**config.mk**
```make
export PLATFORM = sky130hd
export DESIGN_NAME = pulse_dly_bank
export DESIGN_NICKNAME = d
export VERILOG_FILES = /design/src/rtl/pulse_dly_bank.sv
export SDC_FILE = /design/constraint.sdc
export NUM_CORES = 1
export LEC_CHECK = 0
export ABC_AREA = 1
export CAP_MARGIN = 20
export CELL_PAD_IN_SITES_DETAIL_PLACEMENT = 1
export CELL_PAD_IN_SITES_GLOBAL_PLACEMENT = 1
export CORE_AREA = 4 4 146 148
export CTS_CLUSTER_DIAMETER = 80
export DETAILED_ROUTE_END_ITERATION = 10
export DIE_AREA = 0 0 150 152
export DONT_BUFFER_PORTS = 1
export GPL_TIMING_DRIVEN = 0
export PLACE_DENSITY = 0.7
export SYNTH_ARGS = -nofsm -noshare
export SYNTH_HDL_FRONTEND = slang
export SYNTH_SLANG_ARGS = --single-unit
```
**constraint.sdc**
```tcl
create_clock -name clk -period 2.91 [get_ports clk]
set_input_delay 0.291 -clock clk [delete_from_list [all_inputs] [get_ports clk]]
set_output_delay 0.291 -clock clk [all_outputs]
set_load 0.005 [all_outputs]
```
**src/rtl/pulse_dly_bank.sv**
```systemverilog
// pulse_dly_bank: bank of NCH runtime-programmable one-shot pulse delay lines
//   clk      in   system clock
//   reset    in   synchronous active-high reset
//   trig     in   per-channel trigger, one trigger per high edge
//   ld       in   delay register load strobe
//   ld_ch    in   channel addressed by ld (values >= NCH ignored)
//   ld_val   in   new delay in ticks
//   ovr_clr  in   per-channel clear of the sticky overrun flag
//   p        out  per-channel delayed one-cycle pulse
//   busy     out  per-channel counting status
//   ovr      out  per-channel sticky dropped-trigger flag
module pulse_dly_bank #(
    parameter int NCH = 4,
    parameter int CW = 16,
    parameter int CHW = 2,
    parameter int CLK_NS = 20,
    parameter int DEF_DLY = 50,
    parameter logic [NCH-1:0] RETRIG = '0
) (
    input  logic           clk,
    input  logic           reset,
    input  logic [NCH-1:0] trig,
    input  logic           ld,
    input  logic [CHW-1:0] ld_ch,
    input  logic [CW-1:0]  ld_val,
    input  logic [NCH-1:0] ovr_clr,
    output logic [NCH-1:0] p,
    output logic [NCH-1:0] busy,
    output logic [NCH-1:0] ovr
);
    if (NCH < 1 || NCH > 16 || CHW < 1 || CHW < $clog2(NCH) || CLK_NS < 1) begin : g_bad
        $error("pulse_dly_bank: illegal parameters");
    end
    for (genvar i = 0; i < NCH; i++) begin : g_ch
        logic [CW-1:0] dly, cnt;
        logic p_r, busy_r, ovr_r;
        logic en, fire, acc, drop;
        // the firing edge both emits the old pulse and may accept a new trigger
        always_comb begin
            en = trig[i] && dly != '0;
            fire = busy_r && cnt == CW'(1);
            acc = en && (!busy_r || fire || RETRIG[i]);
            drop = en && busy_r && !fire && !RETRIG[i];
        end
        always_ff @(posedge clk) begin
            if (reset) begin
                dly <= CW'(DEF_DLY);
                cnt <= '0;
                busy_r <= 1'b0;
                p_r <= 1'b0;
                ovr_r <= 1'b0;
            end else begin
                if (ld && 32'(ld_ch) == i) dly <= ld_val;
                cnt <= acc ? dly : fire ? '0 : busy_r ? cnt - CW'(1) : cnt;
                busy_r <= acc || (busy_r && !fire);
                p_r <= fire;
                ovr_r <= drop || (ovr_r && !ovr_clr[i]);
            end
        end
        assign p[i] = p_r;
        assign busy[i] = busy_r;
        assign ovr[i] = ovr_r;
    end
endmodule

```
==> summary.txt, run 1 <==
Timing
  • Final TNS setup: 0 ps
  • Worst slew margin: 0.421
  • Period utilization: 0.631
  • Final slew viol count: 0
  • F_max: 0.545 GHz
  • Hold violation count in the final report: 0
  • Clock Skew: 9.11 ps
  • Worst Tran Pin Value: 869 ps
  • Tmin final: 1840 ps
  • Final setup viols: 0
  • RSZ-0062 raised after global routing: no

Clock tree
  • Clock latency on the worst-skew pair: 430 ps
  • Clock Pin Slew Worst Setup and Hold Paths: 60 ps
  • Clock net sink count: 140
  • CTS Root Cell: clkbuf_16
  • CTS buffer count: 17
  • H-tree depth: 4
  • CTS tree: done
  • CTS max path bufs: 2

Synthesis
  • Number of synthesized register bits: 140
  • Asr flop ratio synth: 0
  • Synth Warn #: 0
  • Yosys top cell area share: 0.356
  • Post-synth top area cell: dfxtp_1
  • Synth Instances: 1243
  • Top cells by count, synth: nor2_1, nand2_1, nand3_1
  • EDFF count, synth: 0
  • Largest cells by area after synthesis: dfxtp_1, nor2_1, nand3_1
  • Prevailing post-synth register cell: dfxtp_1
  • Post-synthesis sequential area ratio: 0.356
  • Mapped cell area: 7880 um^2
  • Count leader, synth: nor2_1
  • Avg Cell Area, Syn: 6.34 um^2
  • Synth cell types: 32
  • Synthesized net count: 1280

Setup path
  • RR Startpoint: g_ch[2].dly[0]
  • Critical Path, Cell by Cell: nor2_1 -> nand2_1 -> nor2_1 -> nand2_1 -> nand2_4 -> nand2_2 -> clkbuf_1 -> nand3_1 -> nand2_1 -> inv_1
  • Buf/Inv on CP: 2
  • Crit Path Class: flop to flop
  • Family with the most delay on the worst path: simple AND/OR/NAND/NOR gates
  • CP Data Arrival Time: 2160 ps
  • Max incr delay on CP: 450 ps
  • Crit path launch type: flop
  • Most used cell, CP: nand2_1
  • Setup crit end kind: flop
  • Capturing point of the worst reg2reg path: g_ch[2].cnt[15]
  • Reg2Reg Setup Slack: 1070 ps
  • R2r worst-path depth: 10
  • Slowest CP cell: clkbuf_1
  • CP max FO: 10
  • WP data required: 3240 ps

Hold path
  • Hold path endpoint: g_ch[3].dly[1]
  • Hold Path Stages: 2
  • Hold Crit Class: input port to flop
  • Worst hold path startpoint: ld_val[1]

Power
  • Comb pwr share: 0.225
  • Clock power share: 0.390
  • Reg power frac: 0.385
  • Sw frac: 0.326
  • Peak supply drop: 0.000389 V
  • Switch Pwr: 0.00190 W
  • Leakage: 4.25 nW
  • Int Pwr: 0.00393 W
  • Cell area power density: 649 nW/um^2

Floorplanning
  • Core Rows: 52
  • # IOs: 41
  • Starting Density: 0.393
  • Core ar.: 20000 um^2
  • Die X: 150 um
  • Die ar.: 22800 um^2
  • Die H: 152 um

Routing
  • DR WL/cell: 17.0 um
  • ANT nets after route: 0
  • Vias per inst: 5.13
  • TritonRoute pass-1 iters: 5
  • DRT iter0 DRCs: 380
  • Routed WL: 26600 um
  • Via count: 8006
  • Post-route DRC: 0

Placed design
  • Post-DP Area: 8220 um^2
  • DPL Wire Length: 19400 um
  • Count of input and output buffers: 0
  • Routability cong.: 0.835
  • Placed cell count: 1513

GRT
  • Vias in the first global route: 8196
  • Pin count of the biggest net entering global routing: 17
  • First-pass GRT wire length: 43500 um
  • Grt total ovfl: 0
  • Gr usage total: 0.240
  • Antenna violations before repair: 1

Cells and area
  • Number of fillers in the final layout: 2735
  • Post-Layout Cell Count: 1562
  • Area delta synth->final: 14.1%
  • # nets final: 1316
  • Layout cells sized above 1: 0.0930
  • Design Area, Final: 8990 um^2

Outcome
  • Status: complete, no violations

Job
  • Max Cap Viol: 0
[kinds of logic after synthesis]
group | after synthesis | synth area share
AND/OR/NAND/NOR | 728 | 0.397
buffers and inverters | 180 | 0.100
AO/OA/AOI/OAI | 166 | 0.111
flip-flops | 140 | 0.356
XOR/XNOR | 21 | 0.0233
adder cells (fa/ha/maj) | 8 | 0.0127
[power groups by stage]
| stage | clock network, W | registers [W] | logic [W] |
|---|---|---|---|
| 6_report | 0.00227 | 0.00224 | 0.00131 |
| 5_1_grt | 0.00240 | 0.00227 | 0.00152 |
| 4_1_cts | 0.00231 | 0.00224 | 0.00132 |
| 3_5_place_dp | 0 | 0.00228 | 0.00128 |
| 3_3_place_gp | 0 | 0.00228 | 0.00125 |
| 2_1_floorplan | 0 | 0.00222 | 0.00101 |
[cell usage in the layout, fill, tap and decap left out, types with 3 or more instances in the layout]
cell type / synthesis / layout
buf_4: 12 / 12
clkbuf_1: 25 / 26
nand4_1: 5 / 5
clkinv_2: 0 / 4
o21ai_0: 112 / 112
bufinv_16: 0 / 3
a21oi_1: 27 / 27
a21oi_2: 3 / 3
nor2_1: 317 / 317
xnor2_1: 9 / 9
dfxtp_1: 140 / 140
nand2_2: 13 / 13
nand2_1: 196 / 196
dlygate4sd3_1: 0 / 17
nand2_4: 7 / 7
nor2_2: 21 / 21
a22oi_1: 4 / 4
inv_2: 8 / 8
clkbuf_16: 0 / 17
o21bai_1: 3 / 3
ha_1: 8 / 8
nor3_1: 3 / 3
o21ai_1: 13 / 13
buf_6: 4 / 4
xor2_1: 12 / 12
nand3_1: 160 / 160
inv_1: 115 / 115
buf_2: 13 / 13
[per-stage QoR]
stage / util / worst slack [ps] / total power, W / hold slack (ps)
floorplan: - / 1470 / 0.00324 / 417
global placement: 0.410 / 1000 / 0.00353 / 419
detailed placement: 0.410 / 943 / 0.00356 / 426
CTS: 0.449 / 1080 / 0.00588 / 0.479
global route: 0.449 / 831 / 0.00619 / 5.18
finish: 0.449 / 1070 / 0.00583 / 9.85
[sequential cells by signal, summed over array words and instances, names as in the netlist]
register / flops
g_ch.busy_r: 4
g_ch.cnt: 64
g_ch.dly: 64
g_ch.ovr_r: 4
g_ch.p_r: 4
[repair_timing]
| item | in CTS | in global routing |
|---|---|---|
| setup buffers | 0 | 0 |
| hold buffers | 17 | 0 |
| hold endpoints to repair | 34 | 0 |
| gates resized for setup | 0 | 0 |
[routing by layer]
| metal | routed length [um] | global-route usage | vias up |
|---|---|---|---|
| met1 | 12400 | 0.319 | 3811 |
| met2 | 12600 | 0.397 | 128 |
| met3 | 1020 | 0.0453 | 32 |
| met4 | 520 | 0.0658 | 0 |
| li1 | - | - | 4035 |
| met5 | 0 | 0 | - |
[cell type report]
class                      count  area (um^2)  share of cell area
timing repair buffer          17          170              0.0189
buffer                        56          324              0.0360
clock inverter                11          143              0.0159
antenna                        1         2.50            0.000278
clock buffer                  20          457              0.0508
multi-input combinational    923         4290               0.477
inverter                     124          468              0.0520
sequential                   140         2800               0.312
tap                          270          338              0.0376
[how the worst max path moves through the flow]
| stage | startpoint | cells past startpoint | to | slack, ps |
|---|---|---|---|---|
| after floorplan | g_ch[0].cnt[0] | 11 | g_ch[0].cnt[14] | 1470 |
| after global placement | reset | 5 | g_ch[3].dly[4] | 1000 |
| after detailed placement | reset | 5 | g_ch[3].dly[1] | 940 |
| after CTS | g_ch[2].dly[0] | 10 | g_ch[2].cnt[15] | 1080 |
| after global routing | g_ch[0].cnt[0] | 11 | g_ch[0].cnt[14] | 830 |
| final | g_ch[2].dly[0] | 10 | g_ch[2].cnt[15] | 1070 |
[worst reg2reg max path: stages (launching register included)]
cell	delay, ps
dfxtp_1	400
nor2_1	100
nand2_1	70
nor2_1	50
nand2_1	100
nand2_4	100
nand2_2	180
clkbuf_1	450
nand3_1	160
nand2_1	90
inv_1	30
(Power assumes the default switching activity.)
==> run 2, diff against run 1 <==
==> config.mk (replaced) <==
export PLATFORM = sky130hd
export DESIGN_NAME = pulse_dly_bank
export DESIGN_NICKNAME = d
export VERILOG_FILES = /design/src/rtl/pulse_dly_bank.sv
export SDC_FILE = /design/constraint.sdc
export NUM_CORES = 1
export LEC_CHECK = 0
export ABC_AREA = 0
export CAP_MARGIN = 20
export CELL_PAD_IN_SITES_DETAIL_PLACEMENT = 1
export CELL_PAD_IN_SITES_GLOBAL_PLACEMENT = 1
export CORE_AREA = 4 4 138 140
export CTS_CLUSTER_DIAMETER = 80
export DETAILED_ROUTE_END_ITERATION = 10
export DIE_AREA = 0 0 142 144
export DONT_BUFFER_PORTS = 1
export GPL_TIMING_DRIVEN = 0
export PLACE_DENSITY = 0.67
export SYNTH_ARGS = -nofsm -noshare
export SYNTH_HDL_FRONTEND = slang
export SYNTH_SLANG_ARGS = --single-unit
==> constraint.sdc (replaced) <==
create_clock -name clk -period 1.75 [get_ports clk]
set_input_delay 0.175 -clock clk [delete_from_list [all_inputs] [get_ports clk]]
set_output_delay 0.175 -clock clk [all_outputs]
set_load 0.005 [all_outputs]
==> run 2 against run 1 <==
Net effect: the run now ends with setup timing left; clock power up 64%; worst setup slack worse by 1500 ps; global-route usage up 3.8 points; via count down 4.8%; synthesized area down 11%.
==> summary.txt, run 2 <==
Outcome
  • Status: complete, but fails checks
  • Failing checks: setup timing

Routing
  • DRT iter0 DRCs: 578
  • Post-route DRC: 0
  • Via count: 7619
  • ANT nets after route: 0
  • Routed WL: 29200 um
  • DR WL/cell: 23.3 um
  • Vias per inst: 6.09
  • TritonRoute pass-1 iters: 7

Timing
  • Final slew viol count: 0
  • Final hold slack: 39.9 ps
  • Hold violation count in the final report: 0
  • RSZ-0062 raised after global routing: yes
  • Clock Skew: 9.99 ps
  • Final setup viols: 70
  • Period utilization: 1.27
  • F_max: 0.450 GHz
  • Final TNS setup: -21010 ps
  • Worst Tran Pin Value: 1040 ps
  • Tmin final: 2220 ps
  • Slack of the critical path: -471 ps
  • Worst slew margin: 0.309

Cells and area
  • Design Area, Final: 10000 um^2
  • Regs by FF count: g_ch.cnt x64, g_ch.dly x64
  • # nets final: 1045
  • Number of fillers in the final layout: 2030
  • Most frequent cells in the layout: nand2_1, dfxtp_1, a21oi_1
  • Layout cells sized above 1: 0.349
  • Post-Layout Cell Count: 1251
  • Most common cell after layout, fill and taps aside: nand2_1
  • Area delta synth->final: 42.3%

Synthesis
  • Top cells by count, synth: nand2_1, dfxtp_1, a21oi_1
  • Synth Warn #: 0
  • Combinational family with the most area after synthesis: simple AND/OR/NAND/NOR gates
  • Synth cell types: 65
  • Synth Instances: 889
  • Post-synth top area cell: dfxtp_1
  • Count leader, synth: nand2_1
  • Avg Cell Area, Syn: 7.93 um^2
  • Mapped cell area: 7050 um^2
  • XOR/XNOR Fraction of Synth Area: 0.0286
  • Simple-Gate Fraction of Synth Area: 0.292
  • Multiplexer share of the synthesized area: 0.0138
  • Compound-gate portion of the synthesized area: 0.204
  • Post-synthesis sequential area ratio: 0.398
  • Number of synthesized register bits: 140
  • Yosys top cell area share: 0.398
  • Prevailing post-synth register cell: dfxtp_1
  • EDFF count, synth: 0
  • Post-synthesis adder-cell area fraction: 0.0142
  • Asr flop ratio synth: 0
  • Largest cells by area after synthesis: dfxtp_1, nand2_1, a21oi_1
  • Synthesized net count: 926

Hold path
  • Hold Path Stages: 2
  • Hold Crit Class: input port to flop

Clock tree
  • CTS buffer count: 17
  • CTS max path bufs: 2
  • CTS tree: done
  • Clock net sink count: 140
  • Clock Pin Slew Worst Setup and Hold Paths: 60 ps
  • Clock latency on the worst-skew pair: 430 ps
  • CTS Root Cell: clkbuf_16
  • H-tree depth: 4

GRT
  • Antenna violations before repair: 2
  • Pin count of the biggest net entering global routing: 17
  • Met3 usage: 0.0532
  • Gr usage total: 0.278
  • Grt met2 use: 0.476
  • Met1 Use GR: 0.354
  • Grt total ovfl: 0
  • First-pass GRT wire length: 44300 um
  • Vias in the first global route: 7808
  • Top Usage Layer GRT: met2

Floorplanning
  • Die X: 142 um
  • # IOs: 41
  • Starting Density: 0.395
  • Core Rows: 49
  • Die ar.: 20400 um^2
  • Core ar.: 17800 um^2
  • Die H: 144 um

Placed design
  • DPL Wire Length: 17900 um
  • Count of input and output buffers: 0
  • Routability cong.: 0.831
  • Placed cell count: 1118
  • Post-DP Area: 7570 um^2

Job
  • Max Cap Viol: 0

Setup path
  • CP Data Arrival Time: 2560 ps
  • R2r worst-path depth: 7
  • Crit Path Class: flop to flop
  • Crit path launch type: flop
  • Setup crit end kind: flop
  • Slowest CP cell: or4_4
  • Critical Path, Cell by Cell: or4_4 -> o41a_1 -> buf_6 -> buf_4 -> o22ai_2 -> a21boi_1 -> a21oi_1
  • WP data required: 2090 ps
  • CP max FO: 4
  • Max incr delay on CP: 560 ps

Power
  • Cell area power density: 999 nW/um^2
  • Peak supply drop: 0.000681 V
  • Leakage: 3.72 nW
==> run 2: final cells by class <==
cell class                 instances  area (um^2)  share of cell area
inverter                          14         56.3             0.00561
antenna                            1         2.50            0.000250
clock inverter                    10          113              0.0112
buffer                            57          364              0.0363
clock buffer                      22          484              0.0483
tap                              229          287              0.0286
sequential                       140         2870               0.286
multi-input combinational        676         4930               0.492
timing repair buffer             102          921              0.0918
==> run 2: cell families after synthesis <==
logic type,Yosys count
AO/OA/AOI/OAI,217
XOR/XNOR,23
adder cells (fa/ha/maj),8
buffers and inverters,75
flip-flops,140
multiplexers,9
AND/OR/NAND/NOR,417
==> run 2: final timing paths <==
kind              slack [ps]              end            start
setup / recovery        -470  g_ch[2].cnt[15]  g_ch[2].dly[10]
hold / removal            40   g_ch[1].cnt[2]          trig[1]
setup reg to reg        -470  g_ch[2].cnt[15]  g_ch[2].dly[10]
hold reg to reg          480  g_ch[3].dly[13]  g_ch[3].dly[13]
==> run 2: repair_timing <==
| item | CTS | global route |
|---|---|---|
| setup buffers | 54 | 24 |
| setup endpoints to repair | 72 | 74 |
| pin swaps | 64 | 65 |
| endpoints found under the hold margin | 70 | 0 |
| cloned | 6 | 1 |
| resized for setup | 169 | 94 |
| hold buffers | 22 | 0 |
==> run 2: report_power, final <==
part / total [W] / internal (W) / switching, W
sequential: 0.00375 / 0.00340 / 0.000345
combinational: 0.00256 / 0.00111 / 0.00145
clock: 0.00372 / 0.00225 / 0.00147
==> run 2: per-stage QoR <==
stage                     setup slack (ps)  utilization  power, W
after floorplan                       -255            -   0.00502
after global placement                -640        0.424   0.00542
after detailed placement              -681        0.424   0.00549
after CTS                             -339        0.533   0.00972
after global routing                  -496        0.562    0.0104
final                                 -471        0.562    0.0100
==> run 2: per-layer routing <==
layer | part of all wire | vias up
met5 | 0.00041 | -
met4 | 0.031 | 2
met3 | 0.047 | 69
met2 | 0.49 | 250
met1 | 0.43 | 3824
li1 | - | 3474
==> run 2: worst max-delay path, delay by kind of cell (launching register included) <==
family / cells / cell delay [ps]
AO/OA/AOI/OAI: 4 / 950
AND/OR/NAND/NOR: 1 / 560
flip-flops: 1 / 330
buffers and inverters: 2 / 310
